<file path="src/rtl/signed_compare_unit.sv">
// signed_compare_unit
//   Registered integer compare unit for the RV64 integer datapath (branch
//   resolution, SLT/SLTU). One subtractor produces A - B. Equality is a
//   zero-detect on the difference. Signed less-than comes from the operand
//   and difference sign bits. Unsigned less-than comes from the subtractor
//   carry-out. Results appear one cycle after valid_i.
//
//   Optional feature macro: COMPARE_WORD_MODE_EN
//     When defined, the module gains a `word` input. With word=1 the compare
//     uses the 32-bit RV64 "W" view: sign at bit 31, 32-bit zero-detect and
//     carry, and diff is the sign-extended low word.
//
//   Ports:
//     clk      in   rising-edge clock
//     reset    in   synchronous, active-high reset
//     valid_i  in   operands valid this cycle
//     a, b     in   WIDTH-bit two's-complement operands
//     word     in   (COMPARE_WORD_MODE_EN only) select 32-bit word compare
//     valid_o  out  registered valid_i
//     diff     out  registered A - B, modulo 2^WIDTH
//     eq       out  A == B
//     lt       out  signed A < B
//     ltu      out  unsigned A < B
module signed_compare_unit #(
  parameter int unsigned WIDTH = 64
) (
  input  logic             clk,
  input  logic             reset,
  input  logic             valid_i,
  input  logic [WIDTH-1:0] a,
  input  logic [WIDTH-1:0] b,
`ifdef COMPARE_WORD_MODE_EN
  input  logic             word,
`endif
  output logic             valid_o,
  output logic [WIDTH-1:0] diff,
  output logic             eq,
  output logic             lt,
  output logic             ltu
);

  logic [WIDTH-1:0] s_full;
  logic             c_full;
  logic [WIDTH-1:0] s_out;
  logic             a_sign;
  logic             b_sign;
  logic             s_sign;
  logic             eq_c;
  logic             lt_c;
  logic             ltu_c;

  // a + ~b + 1; the carry out of the top bit is 1 exactly when a >= b unsigned.
  assign {c_full, s_full} = {1'b0, a} + {1'b0, ~b} + {{WIDTH{1'b0}}, 1'b1};

`ifdef COMPARE_WORD_MODE_EN
  logic [31:0] s_w;
  logic        c_w;

  assign {c_w, s_w} = {1'b0, a[31:0]} + {1'b0, ~b[31:0]} + 33'd1;
`endif

  always_comb begin
    a_sign = a[WIDTH-1];
    b_sign = b[WIDTH-1];
    s_sign = s_full[WIDTH-1];
    eq_c   = (s_full == '0);
    ltu_c  = ~c_full;
    s_out  = s_full;
`ifdef COMPARE_WORD_MODE_EN
    if (word) begin
      a_sign = a[31];
      b_sign = b[31];
      s_sign = s_w[31];
      eq_c   = (s_w == '0);
      ltu_c  = ~c_w;
      s_out  = {{(WIDTH-32){s_w[31]}}, s_w};
    end
`endif
    // Differing signs decide the result directly; only with equal signs is
    // the difference free of overflow, so only then is its sign trusted.
    lt_c = (a_sign != b_sign) ? a_sign : s_sign;
    if (eq_c) begin
      lt_c = 1'b0;
    end
  end

  always_ff @(posedge clk) begin
    if (reset) begin
      valid_o <= 1'b0;
      diff    <= '0;
      eq      <= 1'b0;
      lt      <= 1'b0;
      ltu     <= 1'b0;
    end else begin
      valid_o <= valid_i;
      if (valid_i) begin
        diff <= s_out;
        eq   <= eq_c;
        lt   <= lt_c;
        ltu  <= ltu_c;
      end
    end
  end

endmodule

</file>
<file path="config.mk">
export PLATFORM = sky130hd
export DESIGN_NAME = signed_compare_unit
export DESIGN_NICKNAME = d
export VERILOG_FILES = /design/src/rtl/signed_compare_unit.sv
export SDC_FILE = /design/constraint.sdc
export NUM_CORES = 1
export LEC_CHECK = 0
export ABC_AREA = 1
export BUFFER_PORTS_ARGS = -buffer_cell sky130_fd_sc_hd__buf_4
export CAP_MARGIN = 20
export CORE_MARGIN = 2
export CORE_UTILIZATION = 40
export DETAILED_ROUTE_END_ITERATION = 16
export GPL_TIMING_DRIVEN = 0
export PLACE_DENSITY_LB_ADDON = 0.12
export SLEW_MARGIN = 25
export SYNTH_ARGS = -nofsm -noshare
export SYNTH_HDL_FRONTEND = slang
export SYNTH_SLANG_ARGS = --single-unit
</file>
<file path="constraint.sdc">
create_clock -name clk -period 8.8 [get_ports clk]
set_input_delay 0.88 -clock clk [delete_from_list [all_inputs] [get_ports clk]]
set_output_delay 0.88 -clock clk [all_outputs]
set_load 0.03 [all_outputs]
</file>
---- Word level (Yosys, flattened, before mapping) ----
Index checks and enable logic that the tools add are counted.
word-level totals
  register bits after elaboration ......... 68
  input bits .............................. 131
  output and inout port bits .............. 68
  logic and storage cells ................. 13
operators by class
  $add $sub $neg .......................... 2
  eq/ne operators ......................... 1
  multiplexer cells ....................... 2
  bitwise gates (word level) .............. 2
  reduce and logical (&&, ||, !) cells .... 1
operator list
  operator               number
  $add 64x64->65         1
  $add 65x1->65 const B  1
  $logic_not 64->1       1
  $not 64->64            1
  $mux 1                 2
  $ne 1x1->1             1
  $not 1->1              1

---- Depth between registers and ports, before layout ----
  word-level depth ........................ 5
  gate-level depth with buffers ........... 25
  gate-level depth less buffers ........... 25

---- Worst setup path before layout ----
No wires, ideal clock.
  path type ............................... input-to-reg
  from .................................... in b[21]
  to ...................................... reg lt
  library setup time ...................... 0.112 ns
  data arrival time ....................... 3.458 ns
  data required time ...................... 8.688 ns
  slack ................................... 5.229 ns
  cell stages on the path ................. 23
  path buffers ............................ 0
  path through ............................ inv_1 > ha_1 > nand2_1 > nor2_1 > nand2_1 > nor2_1 > nand2_1 > nand2_1 > nand3_1 > nand2_1 > a221oi_1 > fa_1 > nand4_1 > nor2_1 > nand3_1 > nor2_1 > nand4_1 > nor2_1 > nand2_1 > nor2_2 > nand3_1 > nand2_1 > nand2_1
between the ends
  word-level cells in the longest chain between the ends .. 5
ends and longest elaborated chain
  element                                     line    source
  start: declaration                          31      input logic [WIDTH-1:0] b,
  $not 64->64 *                               53      assign {c_full, s_full} = {1'b0, a} + {1'b0, ~b} + {{WIDTH{1'b0}}, 1'b1};
  $add 64x64->65 *                            53
  $add 65x1->65 *                             53
  $logic_not 64->1 or $mux 1 (tied branches)  66, 81
  $mux 1 *                                    82      if (eq_c) begin
  end signal: assignment                      99      lt <= lt_c;
  end: declaration                            38      output logic lt,
Every way passes the cells marked *; elsewhere a longest branch is shown, timed or not.
A chain may end at the register's enable or synchronous reset.

---- Worst setup path in the final report ----
  from .................................... in a[54]
  to ...................................... reg lt
between the ends
  word-level cells in the longest chain between the ends .. 4
ends and longest elaborated chain
  element                                     line    source
  start: declaration                          30      input logic [WIDTH-1:0] a,
  $add 64x64->65 *                            53
  $add 65x1->65 *                             53
  $logic_not 64->1 or $mux 1 (tied branches)  66, 81
  $mux 1 *                                    82
Marks and branches as above.

==> Flow_metrics.wiki <==
{| class="wikitable"
! Metric !! Value
|-
| RSZ-0062 raised after global routing || no
|-
| Status || finished clean
|-
| WL final || 30,300 µm
|-
| Global-route total usage across every layer || 0.270
|-
| Layout Area Growth over Synthesis || 26.1%
|-
| Final hold violations || 0
|-
| Final Worst Setup Slack || 3960 ps
|-
| Post-route clock period utilization || 0.550
|-
| Number of distinct library cells after synthesis || 33
|-
| Synth top area share || 0.296
|-
| Gate Count Post-Synth || 1,590
|-
| Worst-margin pin slew || 493 ps
|-
| Via count || 10,000
|-
| Leading cell types in the layout, fill and taps excluded || sky130_fd_sc_hd__nand2_1 (657), sky130_fd_sc_hd__inv_1 (334), sky130_fd_sc_hd__buf_4 (198), sky130_fd_sc_hd__nor2_1 (136), sky130_fd_sc_hd__dfxtp_1 (68)
|-
| Iteration count of the initial detailed-routing pass || 5
|-
| Number of max-slew violations in the final report || 0
|-
| Final nets || 1,996
|-
| Residual antenna-violating net count after detailed routing || 0
|-
| Antenna diode count || 0
|-
| Type of origin of the critical path || primary input
|-
| R2R setup slack || 8110 ps
|-
| F_max || 0.206 GHz
|-
| Cts bufs inserted || 9
|-
| Core area || 20,300 µm²
|-
| Number of buffers inserted for hold repair after clock tree synthesis || 0
|-
| Fraction of layout instances using a drive strength above 1 || 0.143
|-
| PwrDens || 136 nW/µm²
|-
| DRC viols || 0
|-
| Net Count, Synth || 1,787
|-
| Sequence of cells on the critical path || buf_4, ha_1, nand2_1, inv_1, a21oi_1, nor2_1, nor3_1, o21ai_0, a21oi_1, nand2_1, a221oi_1, fa_1, nand4_1, nor2_1, nand3_1, nor2_1, nand4_1, nor2_1, nand2_1, nor2_2, nand3_1, nand2_1, nand2_1
|-
| Worst path required time || 9020 ps
|-
| Vias in the first global route || 9,026
|-
| Largest net degree at the start of global routing || 13
|-
| Post-cts repair resize count || 0
|-
| # H-tree levels || 3
|-
| Data arrival time of the critical path || 5070 ps
|-
| HP Class || register to register
|-
| Crit Path Class || primary input to register
|-
| HPWL after detailed placement || 26,900 µm
|-
| Number of buffers inserted by port buffering || 198
|-
| Number of antenna violations at the first check in global routing || 0
|-
| Clock period minus worst slack || 4840 ps
|-
| Routed length per instance || 14.6 µm
|-
| DP Worst Slack || 3970 ps
|-
| Endpoints failing setup || 0
|-
| Clock latency at the later pin of the worst-skew pair || 320 ps
|-
| Average size of a mapped cell || 5.23 µm²
|-
| Type of element capturing the critical path || register
|-
| Total of fill cells in the finished design || 2,303
|-
| Number of warnings printed during yosys synthesis || 0
|-
| Post-route cell area || 10,500 µm²
|-
| Netlist area before placement || 8320 µm²
|-
| Setup Skew || 0 ps
|-
| Slowest stage cell, crit path || sky130_fd_sc_hd__a221oi_1
|-
| First-pass GRT wire length || 46,400 µm
|-
| Root Buffer Master || sky130_fd_sc_hd__clkbuf_16
|-
| DR vias/cell || 4.82
|-
| Critical-path maximum fanout || 5
|-
| Synth top area cells || sky130_fd_sc_hd__nand2_1 (30%), sky130_fd_sc_hd__dfxtp_1 (16%), sky130_fd_sc_hd__inv_1 (15%)
|-
| Placed cell area || 10,100 µm²
|-
| Number of DRC markers in iteration 0 || 626
|-
| Clock Tree Buf Depth || 2
|-
| Aggregate global routing overflow || 0
|-
| Die area || 22,000 µm²
|-
| Clock transition at the registers of the reported paths || 60 ps
|-
| Worst slew margin relative to its limit || 0.671
|-
| Leakage || 6.19 nW
|-
| Last weighted congestion value of the routability-driven placer || 0.947
|-
| Overall die height || 148 µm
|-
| FP Rows || 52
|-
| Seq/Total Area, Yosys || 0.164
|-
| Cell type with the largest total area after synthesis || sky130_fd_sc_hd__nand2_1
|-
| Total Negative Setup Slacks || 0 ps
|-
| Starting utilization of the core area || 0.410
|-
| Most frequent standard cell in the layout excluding fill and tap cells || sky130_fd_sc_hd__nand2_1
|-
| Flop and latch count out of synthesis || 68
|-
| Number of clock sinks seen by CTS || 68
|-
| Post-CTS setup-driven buffer insertion count || 0
|-
| Cell type with the highest occurrence count on the critical path || sky130_fd_sc_hd__nand2_1
|-
| Number of ports placed on the die boundary || 199
|-
| Worst VDD drop || 94.2 µV
|-
| TritonCTS clock tree || yes
|-
| Slowest cell delay on critical path || 470 ps
|-
| End-of-flow core utilization || 0.517
|-
| Total design power || 0.00142 W
|-
| Number of maximum-capacitance constraint violations || 0
|-
| Die boundary width || 148 µm
|}
==> cell families after synthesis <==
kind of cell | share of synthesized area
buffers and inverters | 0.162
AO/OA/AOI/OAI | 0.0985
flip-flops | 0.164
XOR/XNOR | 0.00842
AND/OR/NAND/NOR | 0.467
adder cells (fa/ha/maj) | 0.101
==> report_power, final <==
part           switching (W)  internal [W]
Sequential         0.0000201      0.000339
Combinational       0.000423      0.000221
Clock               0.000134      0.000284
==> final cells by class <==
| cell class | instances | area [µm²] | share of cell area |
|---|---|---|---|
| multi-input cells | 1164 | 5620 | 0.535 |
| repair buffers | 198 | 1490 | 0.142 |
| flip-flops and latches | 68 | 1360 | 0.130 |
| inverters | 344 | 1290 | 0.123 |
| well taps | 270 | 338 | 0.0322 |
| clock buffers | 10 | 239 | 0.0228 |
| clock inverters | 6 | 111 | 0.0106 |
| plain buffers | 14 | 52.6 | 0.00501 |
==> registers in the layout (all words and copies together) (netlist names) <==
name / count
valid_o: 1
ltu: 1
lt: 1
diff: 64
eq: 1
==> stage by stage <==
| step | hold WS, ps | cells |
|---|---|---|
| floorplan | 581 | 1590 |
| global placement | 439 | 2058 |
| detailed placement | 446 | 2058 |
| CTS | 459 | 2074 |
| global route | 478 | 2074 |
| finish | 459 | 2074 |
==> per-layer routing <==
| metal | part of all wire | GRT usage | vias to the layer above |
|---|---|---|---|
| li1 | - | - | 5243 |
| met1 | 0.49 | 0.391 | 4457 |
| met2 | 0.43 | 0.437 | 285 |
| met3 | 0.063 | 0.0291 | 22 |
| met4 | 0.014 | 0.0524 | 0 |
| met5 | 0 | 0 | - |
==> critical path: cells and delay by family <==
kind	cells	cell delay (ps)
adders and majority gates	2	730
buffers and inverters	2	170
AOI/OAI and AO/OA	4	1400
and+or+nand+nor	15	1880
==> synth_stat cells, drive strengths merged <==
master,count
nor3,11
a31oi,2
nand3b,25
a211o,1
a21boi,1
a21oi,55
or2,1
dfxtp,68
xor2,3
xnor2,5
nand2,667
ha,64
and2,1
a221oi,1
a32o,1
o211ai,2
fa,2
a22o,5
o21ai,68
clkinv,3
clkbuf,14
nand3,64
nand4,17
o21bai,13
inv,341
nor2,155
==> worst paths after layout <==
kind / from / to / cells past startpoint
worst min-delay path: diff[42]$_SDFFE_PP0P_ / diff[42]$_SDFFE_PP0P_ / 2
worst max register to register: diff[50]$_SDFFE_PP0P_ / diff[50]$_SDFFE_PP0P_ / 3
worst max-delay path: a[54] / lt$_SDFFE_PP0P_ / 23
worst min register to register: diff[42]$_SDFFE_PP0P_ / diff[42]$_SDFFE_PP0P_ / 2
Power figures use the tool's default switching activity.
